File: src/rtl/multdiv_ctrl.sv
// ---------------------------------------------------------------------------
// multdiv_ctrl -- sequencing controller for an iterative multiply/divide
// datapath.
//
// An accepted start request moves IDLE -> LOAD (one operand-load strobe),
// then RUN for ITER cycles (one shift/add or shift/subtract per cycle), then
// DONE (one-cycle result-valid pulse with the exception flag).
// A divide with a zero divisor skips RUN. A multiply whose final iteration
// reports overflow finishes with the exception flag set.
//
// Configuration macro: MULTDIV_DIV_EN
//   defined   : divide requests are sequenced like multiplies.
//   undefined : a divide-only request goes straight to DONE with the
//               exception flag set; sel_div is tied to 0.
//
// Parameters
//   ITER            iteration cycles per operation (1..63)
// Ports
//   clk             clock, rising edge
//   clr             asynchronous active-high reset
//   ctrl_MULT       start-multiply request (wins over ctrl_DIV)
//   ctrl_DIV        start-divide request
//   divisor_zero    datapath flag: divisor operand is zero
//   mult_overflow   datapath flag: product exceeds 32 bits
//   load            operand-load strobe
//   step_en         datapath iterate enable
//   sel_div         datapath mode: 0 multiply, 1 divide
//   iter_count      current iteration index
//   busy            high whenever the controller is not idle
//   data_resultRDY  one-cycle result-valid pulse
//   data_exception  exception flag, qualified by data_resultRDY
// ---------------------------------------------------------------------------
module multdiv_ctrl #(
    parameter int ITER = 32
) (
    input  logic       clk,
    input  logic       clr,
    input  logic       ctrl_MULT,
    input  logic       ctrl_DIV,
    input  logic       divisor_zero,
    input  logic       mult_overflow,
    output logic       load,
    output logic       step_en,
    output logic       sel_div,
    output logic [5:0] iter_count,
    output logic       busy,
    output logic       data_resultRDY,
    output logic       data_exception
);

    typedef enum logic [1:0] {
        IDLE,
        LOAD,
        RUN,
        DONE
    } state_t;

    localparam logic [5:0] LAST_ITER = 6'(ITER - 1);

    state_t     state_q, state_d;
    logic [5:0] iter_q;
    logic       sel_q;
    logic       exc_q;
    logic       accept;     // a start request is being taken this cycle
    logic       div_only;   // divide requested without a competing multiply
    logic       last_step;

    assign accept    = (state_q == IDLE || state_q == DONE) && (ctrl_MULT || ctrl_DIV);
    assign div_only  = ctrl_DIV && !ctrl_MULT;
    assign last_step = (state_q == RUN) && (iter_q == LAST_ITER);

    // Next-state and strobe decode. The start branch is shared by IDLE and
    // DONE so back-to-back operations need no idle cycle.
    always_comb begin
        // NOTE: every output of this block gets a default before the case so
        // no path leaves it unassigned, which would infer a latch.
        state_d        = state_q;
        load           = 1'b0;
        step_en        = 1'b0;
        data_resultRDY = 1'b0;
        case (state_q)
            LOAD: begin
                load    = 1'b1;
                state_d = (sel_q && divisor_zero) ? DONE : RUN;
            end
            RUN: begin
                step_en = 1'b1;
                if (last_step) state_d = DONE;
            end
            DONE: begin
                data_resultRDY = 1'b1;
                state_d        = IDLE;
            end
            default: ;
        endcase
        if (accept) begin
`ifdef MULTDIV_DIV_EN
            state_d = LOAD;
`else
            // Without divide support a divide-only request is rejected at
            // once: straight to DONE, flagged as an exception.
            state_d = div_only ? DONE : LOAD;
`endif
        end
    end

    // NOTE: sequential state uses non-blocking assignments only, so every
    // register samples pre-edge values regardless of statement order.
    always_ff @(posedge clk or posedge clr) begin
        if (clr) state_q <= IDLE;
        else     state_q <= state_d;
    end

    // Iteration counter: cleared while loading, stepped through RUN, and
    // held at ITER-1 on the final step so it never wraps.
    always_ff @(posedge clk or posedge clr) begin
        if (clr) begin
            iter_q <= '0;
        end else if (state_q == LOAD) begin
            iter_q <= '0;
        end else if (state_q == RUN && !last_step) begin
            iter_q <= iter_q + 6'd1;
        end
    end

    // Exception latch: cleared on every accepted start, then set by a zero
    // divisor seen in LOAD or by overflow seen on the final multiply step.
    always_ff @(posedge clk or posedge clr) begin
        if (clr) begin
            exc_q <= 1'b0;
        end else if (accept) begin
`ifdef MULTDIV_DIV_EN
            exc_q <= 1'b0;
`else
            exc_q <= div_only;
`endif
        end else if (state_q == LOAD && sel_q && divisor_zero) begin
            exc_q <= 1'b1;
        end else if (last_step && !sel_q && mult_overflow) begin
            exc_q <= 1'b1;
        end
    end

`ifdef MULTDIV_DIV_EN
    // Mode is latched only when a start is accepted; requests arriving in
    // LOAD or RUN leave it untouched.
    always_ff @(posedge clk or posedge clr) begin
        if (clr)         sel_q <= 1'b0;
        else if (accept) sel_q <= div_only;
    end
`else
    assign sel_q = 1'b0;
`endif

    assign sel_div        = sel_q;
    assign iter_count     = iter_q;
    assign busy           = (state_q != IDLE);
    assign data_exception = data_resultRDY && exc_q;

endmodule

File: config.mk
export PLATFORM = sky130hd
export DESIGN_NAME = multdiv_ctrl
export DESIGN_NICKNAME = d
export VERILOG_FILES = /design/src/rtl/multdiv_ctrl.sv
export SDC_FILE = /design/constraint.sdc
export NUM_CORES = 1
export LEC_CHECK = 0
export ABC_CLOCK_PERIOD_IN_PS = 1800
export BUFFER_PORTS_ARGS = -buffer_cell sky130_fd_sc_hd__buf_2
export CAP_MARGIN = 5
export CELL_PAD_IN_SITES_DETAIL_PLACEMENT = 1
export CELL_PAD_IN_SITES_GLOBAL_PLACEMENT = 2
export CORE_MARGIN = 1.5
export CORE_UTILIZATION = 28
export DETAILED_ROUTE_END_ITERATION = 8
export PLACE_DENSITY = 0.86
export REMOVE_ABC_BUFFERS = 1
export SKIP_CTS_REPAIR_TIMING = 1
export SLEW_MARGIN = 10
export SYNTH_ARGS = -nofsm -noshare
export SYNTH_HDL_FRONTEND = slang
export SYNTH_SLANG_ARGS = --single-unit
File: constraint.sdc
create_clock -name clk -period 1.8 [get_ports clk]
set_clock_uncertainty 0.15 [all_clocks]
set_input_delay 0.36 -clock clk [delete_from_list [all_inputs] [get_ports clk]]
set_output_delay 0.36 -clock clk [all_outputs]
set_load 0.01 [all_outputs]
==> impl_metrics.env <==
export IMPL_status="complete, no violations"
export IMPL_drive_gt1_share_pct=36.78
export IMPL_synthTopCellsByArea="dfrtp_1 39%, ha_1 13%, nor2_1 5.8%"
export IMPL_synth_compound_area_share_pct=15.58
export IMPL_route_detailed_drc=0
export IMPL_rows=16
export IMPL_clk_latency_ns=0.27
export IMPL_drtIter0Drc=6
export IMPL_r2r_slack_ns=0.11
export IMPL_synth_top_family_by_area="simple AND/OR/NAND/NOR gates"
export IMPL_power_switching_uw=524.0
export IMPL_ant_nets=0
export IMPL_sw_frac_of_total_pct=44.03
export IMPL_numPortBuffers=15
export IMPL_yosysSeqAreaShare_pct=38.96
export IMPL_cts_sinks=9
export IMPL_critPathArrivalTime_ns=1.24
export IMPL_syn_avg_cell_area_um2=9.323
export IMPL_synthMuxAreaShare_pct=1.732
export IMPL_routed_via_density=4.851
export IMPL_cts_root_buf="clkbuf_4"
export IMPL_grt_overflow_total=0
export IMPL_numCtsBuffers=3
export IMPL_powerDensity_nw_per_um2=1529
export IMPL_pin_count=18
export IMPL_met3_usage_pct=1.852
export IMPL_grt_pass1_wl_um=2449
export IMPL_grt_use_met1_pct=17.74
export IMPL_rr_worst_depth=6
export IMPL_initial_utilization_pct=29.46
export IMPL_synth_top_area_share_pct=38.96
export IMPL_htree_levels=1
export IMPL_min_path_cells=3
export IMPL_whs_endpoint="exc_q"
export IMPL_cp_max_fo=5
export IMPL_clk_pin_slew_ns=0.07
export IMPL_r2r_start="state_q[1]"
export IMPL_yosys_area_top_type="dfrtp_1"
export IMPL_grt_max_degree=10
export IMPL_hold_viol=0
export IMPL_power_frac_comb_pct=58.8
export IMPL_hold_path_class="primary input to flip-flop"
export IMPL_synth_cell_types=26
export IMPL_firstDrtPassIters=4
export IMPL_dieArea_um2=2346
export IMPL_dpl_hpwl_um=1097
export IMPL_synthCells=62
export IMPL_gp_congestion=0.7346
export IMPL_fin_crit_sh_pct=97.27
export IMPL_cap_violations=0
export IMPL_peakVddDrop_mv=0.4471
export IMPL_antenna_found_initial=0
export IMPL_die_w_um=48.44
export IMPL_p_int_uw=666.2
export IMPL_die_h_um=48.44
export IMPL_yosys_area_share_adder_pct=12.99
export IMPL_whs_ns=0.2131
export IMPL_cts_tree="built"
export IMPL_nets=100
export IMPL_grt_pass1_vias=542
export IMPL_cellLeakagePower_nw=0.3779
export IMPL_setup_ws_ns=0.04910
export IMPL_synthXorXnorAreaFrac_pct=1.515
export IMPL_period_needed_ns=1.751
export IMPL_end_kind="output pin"
export IMPL_synthesis_area_um2=578.1
export IMPL_antenna_cells=0
export IMPL_grt_busiest_layer="met2"
export IMPL_via_count=553
export IMPL_area_delta_synth_final_pct=34.63
export IMPL_synth_seq_cells=9
export IMPL_dp_slack_ns=0.1295
export IMPL_critPathKind="flip-flop to output pin"
export IMPL_yosysWarningCount=0
export IMPL_fillCellCount=262
export IMPL_p_seq_share_pct=27.0
export IMPL_p_clk_share_pct=14.2
export IMPL_core_um2=1962
export IMPL_grt_use_total_pct=13.35
export IMPL_rsz0062_at_grt="false"
export IMPL_finalMaxSlewViolations=0
export IMPL_grtUsageMet2_pct=19.91
export IMPL_drt_total_wl_um=1426
export IMPL_min_from="mult_overflow"
export IMPL_wl_per_cell_um=12.51
export IMPL_clk_path_buf_depth=2
export IMPL_cp_data_required_time_ns=1.29
export IMPL_r2r_end="state_q[1]"
export IMPL_max_freq_mhz=571.1
export IMPL_setup_viol=0
export IMPL_start_kind="flip-flop"
export IMPL_yosys_area_share_simple_pct=24.03
[power by group through the flow]
stage	Combinational [mW]	Sequential, mW	Clock, mW
2_1_floorplan	0.391	0.327	0
3_3_place_gp	0.651	0.312	0
3_5_place_dp	0.667	0.315	0
4_1_cts	0.671	0.312	0.174
5_1_grt	0.779	0.331	0.187
6_report	0.700	0.322	0.169
[cell usage after synthesis]
| master | instances |
|---|---|
| o21ai_0 | 4 |
| o21ai_1 | 1 |
| a21oi_1 | 4 |
| nor2_1 | 9 |
| conb_1 | 1 |
| a211oi_1 | 1 |
| o31ai_4 | 1 |
| inv_2 | 1 |
| o31ai_1 | 1 |
| nand4_1 | 1 |
| or3b_2 | 1 |
| xor2_1 | 1 |
| and2_1 | 1 |
| nor2b_1 | 3 |
| ha_1 | 6 |
| nor2_2 | 1 |
| nor4_1 | 1 |
| or4_1 | 1 |
| and4_2 | 1 |
| nand3_1 | 5 |
| buf_4 | 1 |
| mux2i_1 | 1 |
| o221ai_1 | 1 |
| dfrtp_1 | 9 |
| inv_1 | 4 |
| nand3_2 | 1 |
[flip-flops by register name, summed over array words and instances, names as in the netlist]
signal      cells
exc_q           1
iter_count      6
state_q         2
[through the flow]
step	instance area (um2)	power [mW]	util, %	instances	TNS (ns)
final	778.2	1.190	39.67	114	0
after global routing	778.2	1.297	39.67	114	0
after CTS	750.7	1.158	38.27	113	-0.07499
after detailed placement	724.4	0.9822	36.93	109	0
after global placement	724.4	0.9630	36.93	109	0
after floorplan	570.5	0.7177	-	61	0
[cell families (layout without fill, tap and decap cells)]
| kind of cell | after synthesis | count (layout) |
|---|---|---|
| simple gates | 25 | 25 |
| compound gates | 13 | 13 |
| flops | 9 | 9 |
| fa+ha+maj | 6 | 6 |
| buf+inv | 6 | 31 |
| other cells | 1 | 1 |
| xor+xnor | 1 | 1 |
| mux | 1 | 1 |
[routing by layer]
metal  up-vias  wire length [um]
met5         -                 0
met4         0                40
met3         5                29
met2        12               650
met1       272               705
li1        264                 -
[cells in the final DEF (no fill, tap or decap), types with 3 or more instances in the layout]
cell type / count
clkbuf_4: 3
ha_1: 5
nor2b_1: 3
nor2_1: 9
buf_2: 15
inv_1: 4
buf_4: 5
dfrtp_1: 8
o21ai_0: 4
a21oi_1: 4
nand3_1: 5
[area by class of cell]
type | instances | area (um2) | share of cell area, %
clock buffer | 4 | 26.28 | 3.376
inverter | 5 | 18.77 | 2.412
multi-input combinational | 47 | 339.1 | 43.57
sequential | 9 | 226.5 | 29.10
tap | 27 | 33.78 | 4.341
timing repair buffer | 22 | 133.9 | 17.20
[critical path: stages (launching register included)]
cell     delay, ns
dfrtp_1       0.40
buf_6         0.14
ha_4          0.17
and2_1        0.13
buf_2         0.13
[worst max-delay path by stage]
stage	endpoint	cells past startpoint	startpoint	slack (ns)
floorplan	iter_count[5]	5	state_q[0]	0.12
global placement	state_q[1]	6	state_q[1]	0.16
detailed placement	state_q[1]	6	state_q[1]	0.13
CTS	data_exception	4	state_q[0]	-0.07
global route	data_exception	4	state_q[0]	0.006
finish	data_exception	4	state_q[0]	0.05
Note: power is estimated with default switching activity, not from simulation.
